**config.mk**
```make
export PLATFORM = sky130hd
export DESIGN_NAME = mem_access_flat
export DESIGN_NICKNAME = d
export VERILOG_FILES = /design/src/rtl/mem_access_if.sv /design/src/rtl/mem_access.sv /design/src/flat_wrapper.sv
export SDC_FILE = /design/constraint.sdc
export NUM_CORES = 1
export LEC_CHECK = 0
export ABC_CLOCK_PERIOD_IN_PS = 4450
export CAP_MARGIN = 20
export CORE_AREA = 5 5 229 231
export CTS_CLUSTER_SIZE = 28
export DETAILED_ROUTE_END_ITERATION = 6
export DIE_AREA = 0 0 234 236
export GPL_ROUTABILITY_DRIVEN = 0
export PLACE_DENSITY = 0.52
export SLEW_MARGIN = 20
export SYNTH_ARGS = -nofsm -noshare
export SYNTH_HDL_FRONTEND = slang
export SYNTH_SLANG_ARGS = --single-unit
```
**constraint.sdc**
```tcl
create_clock -name clk -period 4.45 [get_ports clk]
set_input_delay 0.89 -clock clk [delete_from_list [all_inputs] [get_ports clk]]
set_output_delay 0.89 -clock clk [all_outputs]
set_load 0.05 [all_outputs]
```
**src/rtl/mem_access_if.sv**
```systemverilog
// Data-memory bus between the MEM stage and the data memory.
// Handshake: the master raises dm_req with dm_addr/dm_we/dm_wdata and holds
// them stable until the slave returns dm_ack for one cycle. When the request
// is a read, dm_rdata must be valid in that same ack cycle. dm_ack outside an
// outstanding request carries no meaning and is ignored by the master.
interface mem_access_if #(
    parameter int N = 64
);
    logic         dm_req;
    logic         dm_we;
    logic [N-1:0] dm_addr;
    logic [N-1:0] dm_wdata;
    logic         dm_ack;
    logic [N-1:0] dm_rdata;

    modport master (
        output dm_req,
        output dm_we,
        output dm_addr,
        output dm_wdata,
        input  dm_ack,
        input  dm_rdata
    );

    modport slave (
        input  dm_req,
        input  dm_we,
        input  dm_addr,
        input  dm_wdata,
        output dm_ack,
        output dm_rdata
    );
endinterface

```
**src/rtl/mem_access.sv**
```systemverilog
// Pipeline MEM stage: EX/MEM register plus a data-memory access sequencer.
// Memory operations hold the pipeline (stall_M) until the memory acks. A
// misaligned address or an ack timeout drops the block into a sticky FAULT
// state that only reset clears. The next E operation is captured on the same
// edge that completes an access, so back-to-back operations have no bubble.
module mem_access #(
    parameter int N       = 64,
    parameter int TIMEOUT = 16
) (
    input  logic         clk,
    input  logic         reset,

    // execute side
    input  logic         valid_E,
    input  logic         MemRead_E,
    input  logic         MemWrite_E,
    input  logic         Branch_E,
    input  logic         zero_E,
    input  logic [N-1:0] aluResult_E,
    input  logic [N-1:0] writeData_E,
    input  logic [N-1:0] PCBranch_E,

    // data memory
    mem_access_if.master dm,

    // writeback side
    output logic         valid_M,
    output logic [N-1:0] aluResult_M,
    output logic [N-1:0] readData_M,
    output logic [N-1:0] PCBranch_M,
    output logic         PCSrc_M,

    // status
    output logic         stall_M,
    output logic         err_M,
    output logic [1:0]   state_dbg
);

    typedef enum logic [1:0] {
        IDLE   = 2'd0,
        ACCESS = 2'd1,
        FAULT  = 2'd2
    } state_t;

    // Last wait-counter value before an unacknowledged access times out.
    localparam logic [7:0] LAST_WAIT = 8'(TIMEOUT - 1);

    state_t       state;
    logic [7:0]   wait_cnt;
    logic         mem_read_M;    // latched op is a pure read
    logic         mem_write_M;   // latched op is a write (wins over read)
    logic [N-1:0] write_data_M;
    logic         dm_req_q;

    logic         capture;
    logic         is_mem_E;
    logic         misaligned_E;
    logic         ack_done;

    // Stall while waiting for the memory, and forever once faulted.
    assign stall_M = ((state == ACCESS) && !dm.dm_ack) || (state == FAULT);

    // The EX/MEM register advances whenever nothing holds the pipeline.
    assign capture = !stall_M && (state != FAULT);

    assign is_mem_E     = valid_E && (MemRead_E || MemWrite_E);
    assign misaligned_E = (aluResult_E[2:0] != 3'b000);
    assign ack_done     = (state == ACCESS) && dm.dm_ack;

    // Memory bus is driven straight from the latched operation so it stays
    // stable for the whole access.
    assign dm.dm_req   = dm_req_q;
    assign dm.dm_we    = mem_write_M;
    assign dm.dm_addr  = aluResult_M;
    assign dm.dm_wdata = write_data_M;

    assign state_dbg = state;

    // Access sequencer, EX/MEM register and read-data capture.
    always_ff @(posedge clk) begin
        if (reset) begin
            state        <= IDLE;
            wait_cnt     <= 8'd0;
            valid_M      <= 1'b0;
            aluResult_M  <= '0;
            readData_M   <= '0;
            PCBranch_M   <= '0;
            PCSrc_M      <= 1'b0;
            err_M        <= 1'b0;
            mem_read_M   <= 1'b0;
            mem_write_M  <= 1'b0;
            write_data_M <= '0;
            dm_req_q     <= 1'b0;
        end else begin
            // A completing read returns its data; a completing write leaves
            // readData_M untouched.
            if (ack_done && mem_read_M) begin
                readData_M <= dm.dm_rdata;
            end

            if (capture) begin
                aluResult_M  <= aluResult_E;
                PCBranch_M   <= PCBranch_E;
                write_data_M <= writeData_E;
                mem_read_M   <= valid_E && MemRead_E && !MemWrite_E;
                mem_write_M  <= valid_E && MemWrite_E;

                if (is_mem_E && misaligned_E) begin
                    // Misaligned access never reaches the memory bus.
                    state    <= FAULT;
                    valid_M  <= 1'b0;
                    PCSrc_M  <= 1'b0;
                    err_M    <= 1'b1;
                    dm_req_q <= 1'b0;
                end else if (is_mem_E) begin
                    state    <= ACCESS;
                    wait_cnt <= 8'd0;
                    valid_M  <= valid_E;
                    PCSrc_M  <= valid_E && Branch_E && zero_E;
                    dm_req_q <= 1'b1;
                end else begin
                    state    <= IDLE;
                    valid_M  <= valid_E;
                    PCSrc_M  <= valid_E && Branch_E && zero_E;
                    dm_req_q <= 1'b0;
                end
            end else if (state == ACCESS) begin
                // Only reached without an ack: count the wait or give up.
                if (wait_cnt >= LAST_WAIT) begin
                    state    <= FAULT;
                    valid_M  <= 1'b0;
                    PCSrc_M  <= 1'b0;
                    err_M    <= 1'b1;
                    dm_req_q <= 1'b0;
                end else begin
                    wait_cnt <= wait_cnt + 8'd1;
                end
            end
        end
    end

endmodule

```
**src/flat_wrapper.sv**
```systemverilog
// flat-port wrapper written by rule: the top's interface ports become plain ports
module mem_access_flat 
#(
    parameter int N       = 64,
    parameter int TIMEOUT = 16
)
  (clk, reset, valid_E, MemRead_E, MemWrite_E, Branch_E, zero_E, aluResult_E, writeData_E, PCBranch_E, valid_M, aluResult_M, readData_M, PCBranch_M, PCSrc_M, stall_M, err_M, state_dbg, dm_dm_req, dm_dm_we, dm_dm_addr, dm_dm_wdata, dm_dm_ack, dm_dm_rdata);
  mem_access_if #(.N(N)) dm_i ();
  input  logic clk;
  input  logic reset;
  input  logic valid_E;
  input  logic MemRead_E;
  input  logic MemWrite_E;
  input  logic Branch_E;
  input  logic zero_E;
  input  logic [N-1:0] aluResult_E;
  input  logic [N-1:0] writeData_E;
  input  logic [N-1:0] PCBranch_E;
  output logic valid_M;
  output logic [N-1:0] aluResult_M;
  output logic [N-1:0] readData_M;
  output logic [N-1:0] PCBranch_M;
  output logic PCSrc_M;
  output logic stall_M;
  output logic err_M;
  output logic [1:0] state_dbg;
  output wire logic [$bits(dm_i.dm_req)-1:0] dm_dm_req;
  output wire logic [$bits(dm_i.dm_we)-1:0] dm_dm_we;
  output wire logic [$bits(dm_i.dm_addr)-1:0] dm_dm_addr;
  output wire logic [$bits(dm_i.dm_wdata)-1:0] dm_dm_wdata;
  input wire logic [$bits(dm_i.dm_ack)-1:0] dm_dm_ack;
  input wire logic [$bits(dm_i.dm_rdata)-1:0] dm_dm_rdata;
  assign dm_dm_req = dm_i.dm_req;
  assign dm_dm_we = dm_i.dm_we;
  assign dm_dm_addr = dm_i.dm_addr;
  assign dm_dm_wdata = dm_i.dm_wdata;
  assign dm_i.dm_ack = dm_dm_ack;
  assign dm_i.dm_rdata = dm_dm_rdata;
  mem_access #(.N(N), .TIMEOUT(TIMEOUT)) u_core (.clk(clk), .reset(reset), .valid_E(valid_E), .MemRead_E(MemRead_E), .MemWrite_E(MemWrite_E), .Branch_E(Branch_E), .zero_E(zero_E), .aluResult_E(aluResult_E), .writeData_E(writeData_E), .PCBranch_E(PCBranch_E), .dm(dm_i), .valid_M(valid_M), .aluResult_M(aluResult_M), .readData_M(readData_M), .PCBranch_M(PCBranch_M), .PCSrc_M(PCSrc_M), .stall_M(stall_M), .err_M(err_M), .state_dbg(state_dbg));
endmodule
```
==> metrics.yaml, run 1 <==
clocking:
  cts_tree: "built"
  cts_made_buffers: 31
  insertion_delay_ns: 0.55
  cts_resized: 0
  path_clk_slew_ns: 0.06
  htree_levels: 1
  numClockSinks: 271
  clockBufferDepth: 3
  cts_root_buf: "clkbuf_16"
  cts_setup_buffers: 0
  cts_hold_buffers: 0
synthesis:
  syn_nets: 1523
  ys_types: 40
  synth_seq_cells: 271
  synth_edf_count: 0
  async_flop_share: 0
  synth_warnings: 0
  ys_seq_area_frac: 0.5436
  ys.flop_type: "dfxtp_1"
  synth_cells: 1258
  syn_area_sq_um: 9980
  avgSynthCellArea_sq_um: 7.933
setup_path:
  regToRegSetupSlack_ns: 2.11
  end_kind: "output pin"
  worstRegToRegCells: 5
  rr_endpoint: "u_core.dm.dm_wdata[2]"
  crit_type: "in -> out"
  worstPathArrival_ns: 2.33
  path_max_fanout: 20
  r2r_start: "u_core.state_dbg[0]"
  cp.required_ns: 3.56
  startpoint_type: "input pin"
sta:
  slew_viol_final: 0
  setup_viol_count_final: 0
  slew_headroom: 0.1583
  rsz0062_at_grt: "false"
  skew_ns: 0.008496
  worst_pin_slew_ns: 1.263
  min_period_ns: 3.217
  finalWorstSetupSlack_ns: 1.233
  finalHoldViolCount: 0
  fin_setup_tns_ns: 0
  fmax_mhz: 310.9
  fin_crit_sh: 0.7229
detailed_routing:
  first_pass_iters: 4
  vias: 9931
  drc_errors: 0
  post_drt_wl_per_cell_um: 16.05
  detail_route.iter0.violations: 341
  drt-total-wl_um: 39060
  antenna_left: 0
  viasPerCell: 4.082
die:
  core_sq_um: 49860
  die_x_um: 234
  rows: 82
  die_area_sq_um: 55220
  die_y_um: 236
  start_util: 0.2001
  io_pins: 592
job:
  cap_violations: 0
min_path:
  worstHoldPathType: "reg -> reg"
  min_from: "u_core.err_M"
  whs_path_depth: 2
  holdPathEnd: "u_core.err_M"
layout:
  fin_nets: 2005
  layout.cells.non_filler: 2433
  syn_to_final_growth_pct: 69.78
  final_core_util: 0.3398
  layout-drive-gt1-share: 0.03578
  fillers: 5224
  n_antenna_cell: 0
placement:
  dp.cells: 2379
  dp_slack_ns: 1.233
  port_buffers: 591
  dp.final_hpwl_um: 28240
global_routing:
  grt_pass1_vias: 9638
  grt_pass1_wl_um: 58210
  antenna_found_initial: 0
  grt_overflow: 0
  grt_max_degree: 198
  grt.total_usage: 0.1313
power:
  p_leak_nw: 6.235
  vdd_drop_max_uv: 524.4
  p_per_area_nw_per_um2: 613.9
outcome:
  status: "finished, final reports clean"
## metrics by stage
stage               cell area (sq um)  power, mW  hold WS (ns)
global placement                15960      7.999        0.4369
CTS                             16940      10.57        0.4523
finish                          16940      10.40        0.4470
floorplan                        9980      6.529        0.4335
detailed placement              15960      8.033        0.4431
global route                    16940      10.94        0.4659
## cell usage after synthesis (2+ instances only)
cell type / instances / area share
nand2_1: 515 / 0.19
dfxtp_1: 271 / 0.54
a21oi_1: 264 / 0.13
buf_4: 81 / 0.061
clkbuf_1: 43 / 0.016
buf_2: 22 / 0.011
nand3_1: 6 / 0.0030
o21ai_0: 6 / 0.0030
buf_1: 5 / 0.0019
nor3_1: 4 / 0.0020
inv_1: 3 / 0.0011
nand2b_1: 3 / 0.0019
nor3b_1: 3 / 0.0023
nand4_1: 2 / 0.0013
nand4b_1: 2 / 0.0018
nor2b_1: 2 / 0.0013
o211ai_1: 2 / 0.0015
or3_1: 2 / 0.0013
## critical path: stages
cell and delay (ns):
clkdlybuf4s50_1 0.51, nor3b_4 0.39, nor2_4 0.09, inv_6 0.19, buf_4 0.24
## kinds of logic after synthesis
logic type / Yosys count / share of synthesized area
adders and majority gates: 1 / 0.001254
muxes: 1 / 0.001003
DFF: 271 / 0.5436
and+or+nand+nor: 549 / 0.2172
AOI/OAI and AO/OA: 280 / 0.1443
buffers and inverters: 156 / 0.09265
## layout make-up
cell class	count	area (sq um)	share of cell area
Timing Repair Buffer	601	6042	0.3566
Sequential cell	271	5425	0.3202
Multi-Input combinational cell	831	3636	0.2146
Clock buffer	52	944.7	0.05575
Tap cell	672	840.8	0.04962
Clock inverter	2	35.03	0.002068
Inverter	4	20.02	0.001182
## placed cells by master, fill, tap and decap left out, types with 3 or more instances in the layout
master | Yosys | final
nor3_1 | 4 | 4
nor3b_1 | 3 | 3
nand3_1 | 6 | 5
buf_4 | 81 | 7
buf_12 | 0 | 4
clkbuf_8 | 0 | 10
clkbuf_16 | 0 | 31
clkbuf_1 | 43 | 12
dfxtp_1 | 271 | 271
inv_1 | 3 | 3
o21ai_0 | 6 | 6
a21oi_1 | 264 | 264
clkdlybuf4s50_1 | 0 | 589
nand2b_1 | 3 | 3
nand2_1 | 515 | 515
## routing by layer
layer  vias up  routed length, um  track usage
met3        44               3283      0.03440
met1      4579              15320       0.1527
met4         0                811      0.03381
met5         -                  0            0
met2       350              19640       0.2380
li1       4958                  -            -
## power breakdown
part	internal [mW]	total (mW)	switching (mW)
Combinational	1.50	4.81	3.32
Clock	1.48	2.47	0.986
Sequential	2.85	3.12	0.272
## worst max path at each step
| stage | slack, ns | end | start | cells after the start |
|---|---|---|---|---|
| after floorplan | 1.87 | stall_M | dm_dm_ack | 4 |
| after global placement | 1.26 | stall_M | dm_dm_ack | 5 |
| after detailed placement | 1.23 | stall_M | dm_dm_ack | 5 |
| after CTS | 1.23 | stall_M | dm_dm_ack | 5 |
| after global routing | 1.15 | stall_M | dm_dm_ack | 5 |
| final | 1.23 | stall_M | dm_dm_ack | 5 |
## registers in the layout, summed over array words and instances, names as in the netlist
| signal | flops |
|---|---|
| u_core.aluResult_M | 64 |
| u_core.mem_read_M | 1 |
| u_core.wait_cnt | 8 |
| u_core.dm.dm_wdata | 64 |
| u_core.valid_M | 1 |
| u_core.PCSrc_M | 1 |
| u_core.dm.dm_we | 1 |
| u_core.state_dbg | 2 |
| u_core.err_M | 1 |
| u_core.PCBranch_M | 64 |
| u_core.readData_M | 64 |
Note: power is estimated with default switching activity, not from simulation.
==> run 2, diff against run 1 <==
--- a/config.mk
+++ b/config.mk
@@ -5,14 +5,14 @@
 export SDC_FILE = /design/constraint.sdc
 export NUM_CORES = 1
 export LEC_CHECK = 0
-export ABC_CLOCK_PERIOD_IN_PS = 4450
+export ABC_CLOCK_PERIOD_IN_PS = 2800
 export CAP_MARGIN = 20
-export CORE_AREA = 5 5 229 231
+export CORE_AREA = 5 5 230 232
 export CTS_CLUSTER_SIZE = 28
 export DETAILED_ROUTE_END_ITERATION = 6
-export DIE_AREA = 0 0 234 236
+export DIE_AREA = 0 0 235 237
 export GPL_ROUTABILITY_DRIVEN = 0
-export PLACE_DENSITY = 0.52
+export PLACE_DENSITY = 0.53
 export SLEW_MARGIN = 20
 export SYNTH_ARGS = -nofsm -noshare
 export SYNTH_HDL_FRONTEND = slang
==> constraint.sdc (replaced) <==
create_clock -name clk -period 2.8 [get_ports clk]
set_input_delay 0.56 -clock clk [delete_from_list [all_inputs] [get_ports clk]]
set_output_delay 0.56 -clock clk [all_outputs]
set_load 0.05 [all_outputs]
==> run 2 against run 1 <==
Wire length is 2.8% higher. Via count is 2.1% higher. Register-to-register slack worse by 1.3 ns. Utilization is 0.076 points lower. Cell count is 1.0% higher. Critical path type unchanged. Largest cell class unchanged. Highest routed layer unchanged.
==> metrics.yaml, run 2 (synthesis gave the netlist of run 1 again) <==
outcome:
  status: "finished, final reports clean"
detailed_routing:
  first_pass_iters: 5
  detail_route.iter0.violations: 498
  drt-total-wl_um: 40140
  antenna_left: 0
  vias: 10140
  drc_errors: 0
  viasPerCell: 4.125
  post_drt_wl_per_cell_um: 16.33
power:
  p_per_area_nw_per_um2: 981.7
  p_leak_nw: 6.370
  vdd_drop_max_uv: 408.3
global_routing:
  grt_max_degree: 88
  grt.total_usage: 0.1322
  grt_pass1_wl_um: 59310
  grt_pass1_vias: 9788
  antenna_found_initial: 0
  grt_overflow: 0
sta:
  finalHoldViolCount: 0
  worst_pin_slew_ns: 0.7126
  skew_ns: 0.009495
  fin_crit_sh: 0.8775
  min_period_ns: 2.457
  fmax_mhz: 407.0
  slew_viol_final: 0
  rsz0062_at_grt: "false"
  fin_setup_tns_ns: 0
  setup_viol_count_final: 0
  slew_headroom: 0.5249
clocking:
  cts_hold_buffers: 0
  htree_levels: 1
  cts_setup_buffers: 0
  clockBufferDepth: 3
  cts_root_buf: "clkbuf_16"
  insertion_delay_ns: 0.56
  numClockSinks: 271
  cts_made_buffers: 31
  cts_tree: "built"
  path_clk_slew_ns: 0.06
  cts_resized: 0
placement:
  port_buffers: 591
  dp.cells: 2405
  dp.final_hpwl_um: 30180
layout:
  syn_to_final_growth_pct: 72.53
  mostFrequentLayoutCell: "clkdlybuf4s50_1"
  layout_common_cells: "589 x clkdlybuf4s50_1, 515 x nand2_1, 271 x dfxtp_1"
  layout-drive-gt1-share: 0.04668
  fin_nets: 2023
  n_antenna_cell: 0
  layout.cells.non_filler: 2458
job:
  cap_violations: 0
setup_path:
  end_kind: "output pin"
  path_max_fanout: 18
  crit_type: "in -> out"
  worstPathArrival_ns: 1.90
  cp.required_ns: 2.24
  startpoint_type: "input pin"
die:
  die_x_um: 235
  rows: 83
  die_y_um: 237
  die_area_sq_um: 55700
  start_util: 0.1965
  core_sq_um: 50780
  io_pins: 592
min_path:
  worstHoldPathType: "reg -> reg"
[run 2: cell count changes in the layout (fill, tap and decap cells not counted)]
| cell | delta |
|---|---|
| clkbuf_1 | -3 |
| clkinv_2 | +1 |
| clkbuf_8 | +2 |
| buf_4 | +7 |
| buf_12 | +11 |
| bufinv_16 | -1 |
[run 2: final timing paths]
check / start / depth (start not counted) / slack [ns] / end
worst max-delay path: dm_dm_ack / 5 / 0.34 / stall_M
worst min register to register: u_core.err_M / 2 / 0.45 / u_core.err_M
worst max register to register: u_core.state_dbg[0] / 6 / 0.84 / u_core.PCBranch_M[3]
worst min-delay path: u_core.err_M / 2 / 0.45 / u_core.err_M
[run 2: final cells by class]
cell class | instances | area, sq um
clock buffer | 51 | 960.9
clock inverter | 2 | 10.01
fill | 5273 | 33560
inverter | 4 | 20.02
multi-input combinational | 831 | 3636
sequential | 271 | 5425
tap | 680 | 850.8
timing repair buffer | 619 | 6315
[run 2: worst max-delay path: stages]
cell             delay (ns)
clkdlybuf4s50_1        0.49
nor3b_4                0.40
nor2_4                 0.09
inv_6                  0.18
buf_12                 0.16
[run 2: per-stage QoR]
step	utilization	setup slack, ns	hold WS, ns	area (sq um)	power, mW
floorplan	-	0.6581	0.4335	9980	10.38
global placement	0.3199	0.3545	0.4354	16250	13.15
detailed placement	0.3199	0.3075	0.4405	16250	13.21
CTS	0.3390	0.2924	0.4499	17220	17.22
global route	0.3390	0.1923	0.4625	17220	17.76
finish	0.3390	0.3429	0.4464	17220	16.90
[run 2: per-layer routing]
layer	routed length (um)	vias up	global-route usage
met5	0	-	0
met4	807	0	0.03433
met3	2589	47	0.03261
met2	20690	363	0.2400
met1	16050	4728	0.1561
li1	-	5002	-
[run 2: power breakdown]
group	total, mW	switching (mW)	internal [mW]
logic	8.04	5.36	2.68
clock network	3.88	1.58	2.30
registers	4.98	0.448	4.53
